[config.mk]
export PLATFORM = sky130hd
export DESIGN_NAME = rom_dl_sequencer
export DESIGN_NICKNAME = d
export VERILOG_FILES = /design/src/rtl/rom_dl_pkg.sv /design/src/rtl/rom_dl_region_dec.sv /design/src/rtl/rom_dl_sequencer.sv
export SDC_FILE = /design/constraint.sdc
export NUM_CORES = 1
export LEC_CHECK = 0
export ABC_CLOCK_PERIOD_IN_PS = 2600
export BUFFER_PORTS_ARGS = -buffer_cell sky130_fd_sc_hd__buf_4
export CORE_ASPECT_RATIO = 0.5
export CORE_MARGIN = 2
export CORE_UTILIZATION = 40
export CTS_BUF_LIST = sky130_fd_sc_hd__clkbuf_8 sky130_fd_sc_hd__clkbuf_16
export DETAILED_ROUTE_END_ITERATION = 8
export GPL_TIMING_DRIVEN = 0
export PLACE_DENSITY = 0.66
export SYNTH_ARGS = -nofsm -noshare
export SYNTH_HDL_FRONTEND = slang
export SYNTH_HIERARCHICAL = 1
export SYNTH_SLANG_ARGS = --single-unit
[constraint.sdc]
create_clock -name clk_sys -period 2.6 [get_ports clk_sys]
set_input_delay 0.13 -clock clk_sys [delete_from_list [all_inputs] [get_ports clk_sys]]
set_output_delay 0.13 -clock clk_sys [all_outputs]
set_load 0.01 [all_outputs]
[src/rtl/rom_dl_pkg.sv]
// Shared types for the ROM-download sequencer: FSM states, region index, error bit positions.
package rom_dl_pkg;

    typedef enum logic [1:0] {IDLE, LOAD, HOLD, RUN} state_t;

    typedef logic [1:0] region_t;

    localparam int ERR_SIZE = 0;
    localparam int ERR_SUM  = 1;

    function automatic logic [3:0] region_onehot(input region_t region);
        region_onehot = 4'b0001 << region;
    endfunction

endpackage

[src/rtl/rom_dl_region_dec.sv]
// Combinational decode of an ioctl byte address into a one-hot ROM region,
// the region-relative address and an in-range flag.
module rom_dl_region_dec
    import rom_dl_pkg::*;
#(
    parameter int          ADDR_W     = 16,
    parameter int unsigned R1_BASE    = 32'h6000,
    parameter int unsigned R2_BASE    = 32'h8000,
    parameter int unsigned R3_BASE    = 32'hA000,
    parameter int unsigned TOTAL_SIZE = 32'hA060
) (
    input  logic [24:0]       addr,
    output logic [3:0]        region_we,
    output logic [ADDR_W-1:0] rel_addr,
    output logic              in_range
);

    logic [31:0] addr_ext;
    logic [31:0] base;
    logic [31:0] diff;
    region_t     region;

    always_comb begin
        addr_ext = {7'd0, addr};
        region   = 2'd0;
        base     = 32'd0;
        if (addr_ext < R1_BASE) begin
            region = 2'd0;
            base   = 32'd0;
        end else if (addr_ext < R2_BASE) begin
            region = 2'd1;
            base   = R1_BASE;
        end else if (addr_ext < R3_BASE) begin
            region = 2'd2;
            base   = R2_BASE;
        end else begin
            region = 2'd3;
            base   = R3_BASE;
        end
        diff      = addr_ext - base;
        rel_addr  = diff[ADDR_W-1:0];
        in_range  = addr_ext < TOTAL_SIZE;
        region_we = region_onehot(region);
    end

endmodule

[src/rtl/rom_dl_sequencer.sv]
// Routes the HPS ROM-download stream into four ROM regions and owns the game-core reset.
// Optional feature: define ROM_DL_CHECKSUM_EN to validate an 8-bit additive checksum.
module rom_dl_sequencer
    import rom_dl_pkg::*;
#(
    parameter int          ADDR_W      = 16,
    parameter int unsigned R1_BASE     = 32'h6000,
    parameter int unsigned R2_BASE     = 32'h8000,
    parameter int unsigned R3_BASE     = 32'hA000,
    parameter int unsigned TOTAL_SIZE  = 32'hA060,
    parameter int unsigned HOLD_CYCLES = 1024,
    parameter logic [7:0]  EXP_SUM     = 8'h00
) (
    input  logic              clk_sys,
    input  logic              reset,
    input  logic              ioctl_download,
    input  logic              ioctl_wr,
    input  logic [24:0]       ioctl_addr,
    input  logic [7:0]        ioctl_dout,
    input  logic              rst_req,
    output logic [3:0]        rom_we,
    output logic [ADDR_W-1:0] rom_addr,
    output logic [7:0]        rom_data,
    output logic              core_reset,
    output logic              dl_done,
    output logic [1:0]        dl_error,
    output logic [ADDR_W:0]   dl_count
);

    localparam int               CNT_W     = $clog2(HOLD_CYCLES + 1);
    localparam logic [CNT_W-1:0] HOLD_LOAD = CNT_W'(HOLD_CYCLES - 1);
    localparam logic [ADDR_W:0]  COUNT_MAX = '1;
    localparam logic [ADDR_W:0]  COUNT_EXP = (ADDR_W + 1)'(TOTAL_SIZE);

    state_t            state;
    logic              dl_q;
    logic [CNT_W-1:0]  hold_cnt;
    logic              dl_rise;
    logic              dl_fall;
    logic              wr_ok;
    logic              sum_ok;
    logic [3:0]        region_we;
    logic [ADDR_W-1:0] rel_addr;
    logic              in_range;

    assign dl_rise = ioctl_download & ~dl_q;
    assign dl_fall = ~ioctl_download & dl_q;
    // dl_q high excludes the rise cycle, so a write coincident with the rise is dropped
    assign wr_ok   = (state == LOAD) && dl_q && ioctl_download && ioctl_wr;

    rom_dl_region_dec #(
        .ADDR_W    (ADDR_W),
        .R1_BASE   (R1_BASE),
        .R2_BASE   (R2_BASE),
        .R3_BASE   (R3_BASE),
        .TOTAL_SIZE(TOTAL_SIZE)
    ) u_dec (
        .addr     (ioctl_addr),
        .region_we(region_we),
        .rel_addr (rel_addr),
        .in_range (in_range)
    );

`ifdef ROM_DL_CHECKSUM_EN
    logic [7:0] sum;

    assign sum_ok = (sum == EXP_SUM);

    always_ff @(posedge clk_sys or posedge reset) begin
        if (reset) begin
            sum <= 8'd0;
        end else if (dl_rise) begin
            sum <= 8'd0;
        end else if (wr_ok && in_range) begin
            sum <= sum + ioctl_dout;
        end
    end
`else
    assign sum_ok = 1'b1;
`endif

    always_ff @(posedge clk_sys or posedge reset) begin
        if (reset) begin
            state      <= IDLE;
            dl_q       <= 1'b0;
            hold_cnt   <= '0;
            core_reset <= 1'b1;
            dl_done    <= 1'b0;
            dl_error   <= 2'b00;
            dl_count   <= '0;
        end else begin
            dl_q <= ioctl_download;
            if (dl_rise) begin
                state      <= LOAD;
                core_reset <= 1'b1;
                dl_done    <= 1'b0;
                dl_error   <= 2'b00;
                dl_count   <= '0;
            end else begin
                case (state)
                    LOAD: begin
                        if (wr_ok) begin
                            if (in_range) begin
                                if (dl_count != COUNT_MAX)
                                    dl_count <= dl_count + 1'b1;
                            end else begin
                                dl_error[ERR_SIZE] <= 1'b1;
                            end
                        end
                        if (dl_fall) begin
                            if ((dl_count == COUNT_EXP) && sum_ok) begin
                                state    <= HOLD;
                                hold_cnt <= HOLD_LOAD;
                                dl_done  <= 1'b1;
                            end else begin
                                state <= IDLE;
                                if (dl_count != COUNT_EXP)
                                    dl_error[ERR_SIZE] <= 1'b1;
                                dl_error[ERR_SUM] <= ~sum_ok;
                            end
                        end
                    end
                    HOLD, RUN: begin
                        if (rst_req) begin
                            state      <= HOLD;
                            hold_cnt   <= HOLD_LOAD;
                            core_reset <= 1'b1;
                        end else if (state == HOLD) begin
                            if (hold_cnt == '0) begin
                                state      <= RUN;
                                core_reset <= 1'b0;
                            end else begin
                                hold_cnt <= hold_cnt - 1'b1;
                            end
                        end
                    end
                    default: begin
                        core_reset <= 1'b1;
                    end
                endcase
            end
        end
    end

    // Write path: one registered cycle between ioctl_wr and the region strobe
    always_ff @(posedge clk_sys or posedge reset) begin
        if (reset) begin
            rom_we   <= 4'b0000;
            rom_addr <= '0;
            rom_data <= 8'd0;
        end else begin
            rom_we <= (wr_ok && in_range) ? region_we : 4'b0000;
            if (wr_ok && in_range) begin
                rom_addr <= rel_addr;
                rom_data <= ioctl_dout;
            end
        end
    end

endmodule
## Word-level counts from Yosys, hierarchy flattened

Index checks and enable logic that the tools add are counted.

| word-level totals | value |
|---|---|
| bits of input ports | 38 |
| flip-flop bits (word level) | 63 |

| cells by class | value |
|---|---|
| add/subtract/negate cells | 3 |
| equal/unequal tests | 15 |
| muxes and demuxes | 41 |
| shift-type cells | 1 |
| reduce and logical (&&, ||, !) cells | 20 |
| magnitude comparators | 4 |
| bitwise logic cells | 5 |

Operator list:

| operator | number |
|---|---|
| $mux W17 | 5 |
| $lt A25 B16 Y1 const B | 3 |
| $mux W11 | 5 |
| $mux W16 | 2 |
| $lt A25 B15 Y1 const B | 1 |
| $mux W2 | 12 |
| $pmux W11 S2 | 1 |
| $add A17 B1 Y17 const B | 1 |
| $eq A17 B16 Y1 const B | 1 |
| $ne A17 B16 Y1 const B | 1 |
| $ne A17 B17 Y1 const B | 1 |
| $sub A16 B16 Y16 | 1 |
| $mux W14 | 1 |
| $reduce_bool A2 Y1 | 7 |
| $mux W1 | 12 |
| $logic_not A11 Y1 | 1 |
| $sub A11 B1 Y11 const B | 1 |
| $ne A3 B3 Y1 const B | 3 |
| $reduce_and A3 Y1 | 3 |
| $ne A4 B4 Y1 const B | 2 |
| $reduce_and A4 Y1 | 2 |
| $ne A2 B2 Y1 const B | 3 |
| $reduce_and A6 Y1 | 1 |
| $eq A2 B2 Y1 const B | 2 |
| 11 further kinds | 17 |

## Depth between registers and ports, before layout

| depth | value |
|---|---|
| depth in word-level cells | 10 |
| depth in mapped cells | 10 |
| mapped depth without buffers | 9 |

## Hierarchy

The synthesis kept the hierarchy.

Modules (own cells, without submodules):

| module | seq. area each (sq um) | cells an instance | times used | area an instance (sq um) |
|---|---|---|---|---|
| rom_dl_sequencer | 1552.7 | 269 | 1 | 3027.9 |
| rom_dl_region_dec | 0.0 | 40 | 1 | 290.3 |

## Least setup slack after synthesis

OpenSTA, ideal clock, no wires.

| path | value |
|---|---|
| path kind | flip-flop to flip-flop |
| start point | register dl_count[0] |
| end point | register dl_count[13] |
| period minus slack after synthesis | 2473 ps |
| arrival time | 2395 ps |
| slack | 127 ps |
| stages on the path, launching flop included | 11 |
| library setup time | 78 ps |
| path through | dfrtp_1 ha_1 and2_1 nand2_1 nor3_1 ha_1 nand4b_1 or3_1 buf_2 or4_1 a21oi_1 |

| on the way | value |
|---|---|
| word-level cells in the longest chain between the ends | 6 |
| elaborated cells between the ends (all ways) | 9 |

Ends and longest elaborated chain:

| item | line | text |
|---|---|---|
| start, declared | rom_dl_sequencer.sv:27 | `output logic [ADDR_W:0] dl_count` |
| start signal, assigned | rom_dl_sequencer.sv:105 | `dl_count <= dl_count + 1'b1;` |
| $add A17 B1 Y17 | rom_dl_sequencer.sv:105 |  |
| $mux W17 | rom_dl_sequencer.sv:104 | `if (dl_count != COUNT_MAX)` |
| $mux W17 | rom_dl_sequencer.sv:103 | `if (in_range) begin` |
| $mux W17 | rom_dl_sequencer.sv:102 | `if (wr_ok) begin` |
| $mux W17 | rom_dl_sequencer.sv:100 | `case (state)` |
| $mux W17 | rom_dl_sequencer.sv:93 | `if (dl_rise) begin` |

Several ways; a longest one is shown, not always the timed one. The select of a mux whose other input is x is not followed.
A chain may end at the register's enable or synchronous reset.

## Worst setup path after layout

| path | value |
|---|---|
| start point | register dl_count[0] |
| end point | register dl_count[15] |

Same word-level chain as after synthesis.

==> impl_metrics.env <==
export IMPL_die_area_um2=9080
export IMPL_reg2reg_slack_ns=0.04
export IMPL_max_freq_mhz=391
export IMPL_port_buffers=80
export IMPL_final_common_cell="buf_4"
export IMPL_power_density_nw_per_um2=499
export IMPL_cts_root_buf="clkbuf_16"
export IMPL_yosys_top_cells_area="dfrtp_1 (46%), mux2_2 (8.1%), buf_4 (3.2%), ha_1 (2.6%), a21oi_1 (2.6%)"
export IMPL_path_clk_slew_ns=0.05
export IMPL_syn_cell_area_um2=3320
export IMPL_synth_top_family_by_area="simple AND/OR/NAND/NOR gates"
export IMPL_drtAntennaViolNets=0
export IMPL_nets=453
export IMPL_synth_xor_area_frac=0.0158
export IMPL_drv_cap=0
export IMPL_r2r_end="dl_count[15]"
export IMPL_n_antenna_cell=0
export IMPL_first_iter_violations=129
export IMPL_hp_start="ioctl_addr[2]"
export IMPL_finalSetupTns_ns=0
export IMPL_synth_compound_area_share=0.133
export IMPL_ff2ff_path_depth=10
export IMPL_dp_hpwl_um=5780
export IMPL_syn_nets=355
export IMPL_finalHoldViolCount=0
export IMPL_utilization=0.554
export IMPL_grt_max_degree=39
export IMPL_htreeDepth=3
export IMPL_synthArstFlopShare=1.00
export IMPL_synth_mux_area_fraction=0.0875
export IMPL_synth_top_area_frac=0.460
export IMPL_synthFlopType="dfrtp_1"
export IMPL_synth_edf_count=0
export IMPL_critPathLaunchType="register"
export IMPL_period_needed_ns=2.56
export IMPL_fill_cells=702
export IMPL_required_ns=2.85
export IMPL_ys_seq_area_frac=0.468
export IMPL_overflow=0
export IMPL_start_util=0.413
export IMPL_setup_worst_path_class="reg2reg"
export IMPL_wl_per_cell_um=14.9
export IMPL_synth_simple_area_share=0.198
export IMPL_postPlaceCellArea_um2=4080
export IMPL_via_per_inst=5.39
export IMPL_status="finished, final reports clean"
export IMPL_whs_ns=0.0375
export IMPL_cts_tree="built"
export IMPL_timing_rr_start="dl_count[0]"
export IMPL_maxSlewViolCount=0
export IMPL_dr_pass1_iters=4
export IMPL_synth_area_leader_cell="dfrtp_1"
export IMPL_worstHoldEndpoint="rom_addr[2]"
export IMPL_grt_antenna_before_repair=0
export IMPL_yosys_warnings=6
export IMPL_numCtsBuffers=9
export IMPL_ys_ff_latch=62
export IMPL_peakVddDrop_mv=0.376
export IMPL_grt_pass1_vias=2704
export IMPL_final_cell_mix="buf_4 (98), dfrtp_1 (57), mux2_2 (24)"
export IMPL_core_um2=8030
export IMPL_drt_total_wl_um=7800
export IMPL_area_growth_pct=34.0
export IMPL_num_io_pins=87
export IMPL_num_vias=2815
export IMPL_cp_end_kind="register"
export IMPL_clk_path_buf_depth=2
export IMPL_rsz0062_at_grt="yes"
export IMPL_rows=23
export IMPL_place_congestion=0.885
export IMPL_fin_crit_sh=0.984
export IMPL_synth_cell_types=53
export IMPL_relSlewSlack=0.497
export IMPL_hp_class="in2reg"
export IMPL_setup_viol=0
export IMPL_crit_arrival_ns=2.81
export IMPL_yosys_area_share_adder=0.0324
export IMPL_avgSynthCellArea_um2=10.7
export IMPL_holdPathStages=2
export IMPL_worstSkewPairLatency_ns=0.32
export IMPL_track_usage=0.183
export IMPL_path_max_fanout=9
export IMPL_die_y_um=68.4
export IMPL_worst_pin_slew_ns=0.744
export IMPL_grt_pass1_wl_um=12800
export IMPL_drive_gt1_frac=0.400
export IMPL_drc=0
export IMPL_die_w_um=133
export IMPL_design_area_um2=4450
export IMPL_cts_sinks=62
export IMPL_synthCells=309
export IMPL_leakagePower_nw=2.16
export IMPL_skew_ns=0.00503
[report_power, final]
group | switching, mW | total [mW] | internal [mW]
combinational | 0.0747 | 0.146 | 0.0714
clock | 0.391 | 1.10 | 0.705
sequential | 0.00569 | 0.979 | 0.973
[how the worst max path moves through the flow]
stage	from	to	slack [ns]	cells after the start
global route	dl_count[0]	dl_count[15]	-0.06	10
floorplan	dl_count[0]	dl_count[13]	0.13	10
finish	dl_count[0]	dl_count[15]	0.04	10
detailed placement	dl_count[5]	dl_count[15]	-0.09	9
global placement	dl_count[4]	dl_count[13]	-0.02	9
CTS	dl_count[0]	dl_count[13]	0.005	10
[through the flow]
step	worst slack [ns]	power, mW	std cells
floorplan	0.127	1.07	309
global placement	-0.0213	1.13	501
detailed placement	-0.0856	1.14	502
CTS	0.00519	2.25	519
global route	-0.0582	2.31	522
finish	0.0412	2.22	522
[synthesized netlist by cell type, types with 4 or more instances]
cell type / number
dfrtp_1: 61
mux2_2: 24
inv_1: 18
a21oi_1: 17
nor2_1: 17
buf_4: 14
nand2_1: 10
o21ai_0: 9
and3_1: 8
or4_1: 8
clkbuf_1: 7
ha_1: 7
nand3_1: 7
or3_1: 7
nor4_1: 6
o31ai_1: 6
nand4_1: 5
nor3_1: 5
o211a_1: 5
xnor2_1: 5
a211o_1: 4
a31oi_1: 4
nand2b_1: 4
nor4_2: 4
nor4b_1: 4
[critical path, stage by stage, from the launching register on]
cell	delay, ns
dfrtp_2	0.43
ha_2	0.20
and2_1	0.17
nand2_1	0.06
nor3_1	0.05
ha_2	0.19
nand4b_1	0.20
or3_1	0.38
buf_6	0.15
or4_1	0.52
a21oi_2	0.13
[state kept, by name (all words and copies together) (netlist names)]
register / flops
core_reset: 1
rom_addr: 16
dl_error: 1
hold_cnt: 11
dl_count: 17
dl_q: 1
rom_we: 4
state: 2
rom_data: 8
dl_done: 1
[repair_timing]
item	CTS	global route
buffers inserted	1	3
hold endpoints to repair	24	0
setup endpoints to repair	3	4
hold buffers	2	0
pin swaps	0	4
resized for setup	3	11
[final cells by class]
type	instances	area, µm²	area share
Inverter	18	67.6	0.0152
Sequential cell	62	1560	0.350
Buffer	24	153	0.0343
Clock buffer	12	267	0.0599
Multi-Input combinational cell	205	1580	0.356
Timing Repair Buffer	87	671	0.151
Tap cell	112	140	0.0315
Clock inverter	2	8.76	0.00197
[logic make-up after synthesis]
family,Yosys count
AO/OA/AOI/OAI,61
XOR/XNOR,6
adder cells (fa/ha/maj),8
buffers and inverters,42
flip-flops,62
multiplexers,26
other,1
AND/OR/NAND/NOR,103
[layer usage]
metal | share of wire | global-route usage | routed length (µm) | up-vias
met2 | 0.50 | 0.320 | 3860 | 65
met5 | 0 | 0 | 0 | -
met3 | 0.041 | 0.0504 | 320 | 17
li1 | - | - | - | 1332
met4 | 0.019 | 0.0954 | 148 | 0
met1 | 0.44 | 0.212 | 3470 | 1401
(Power assumes the default switching activity.)
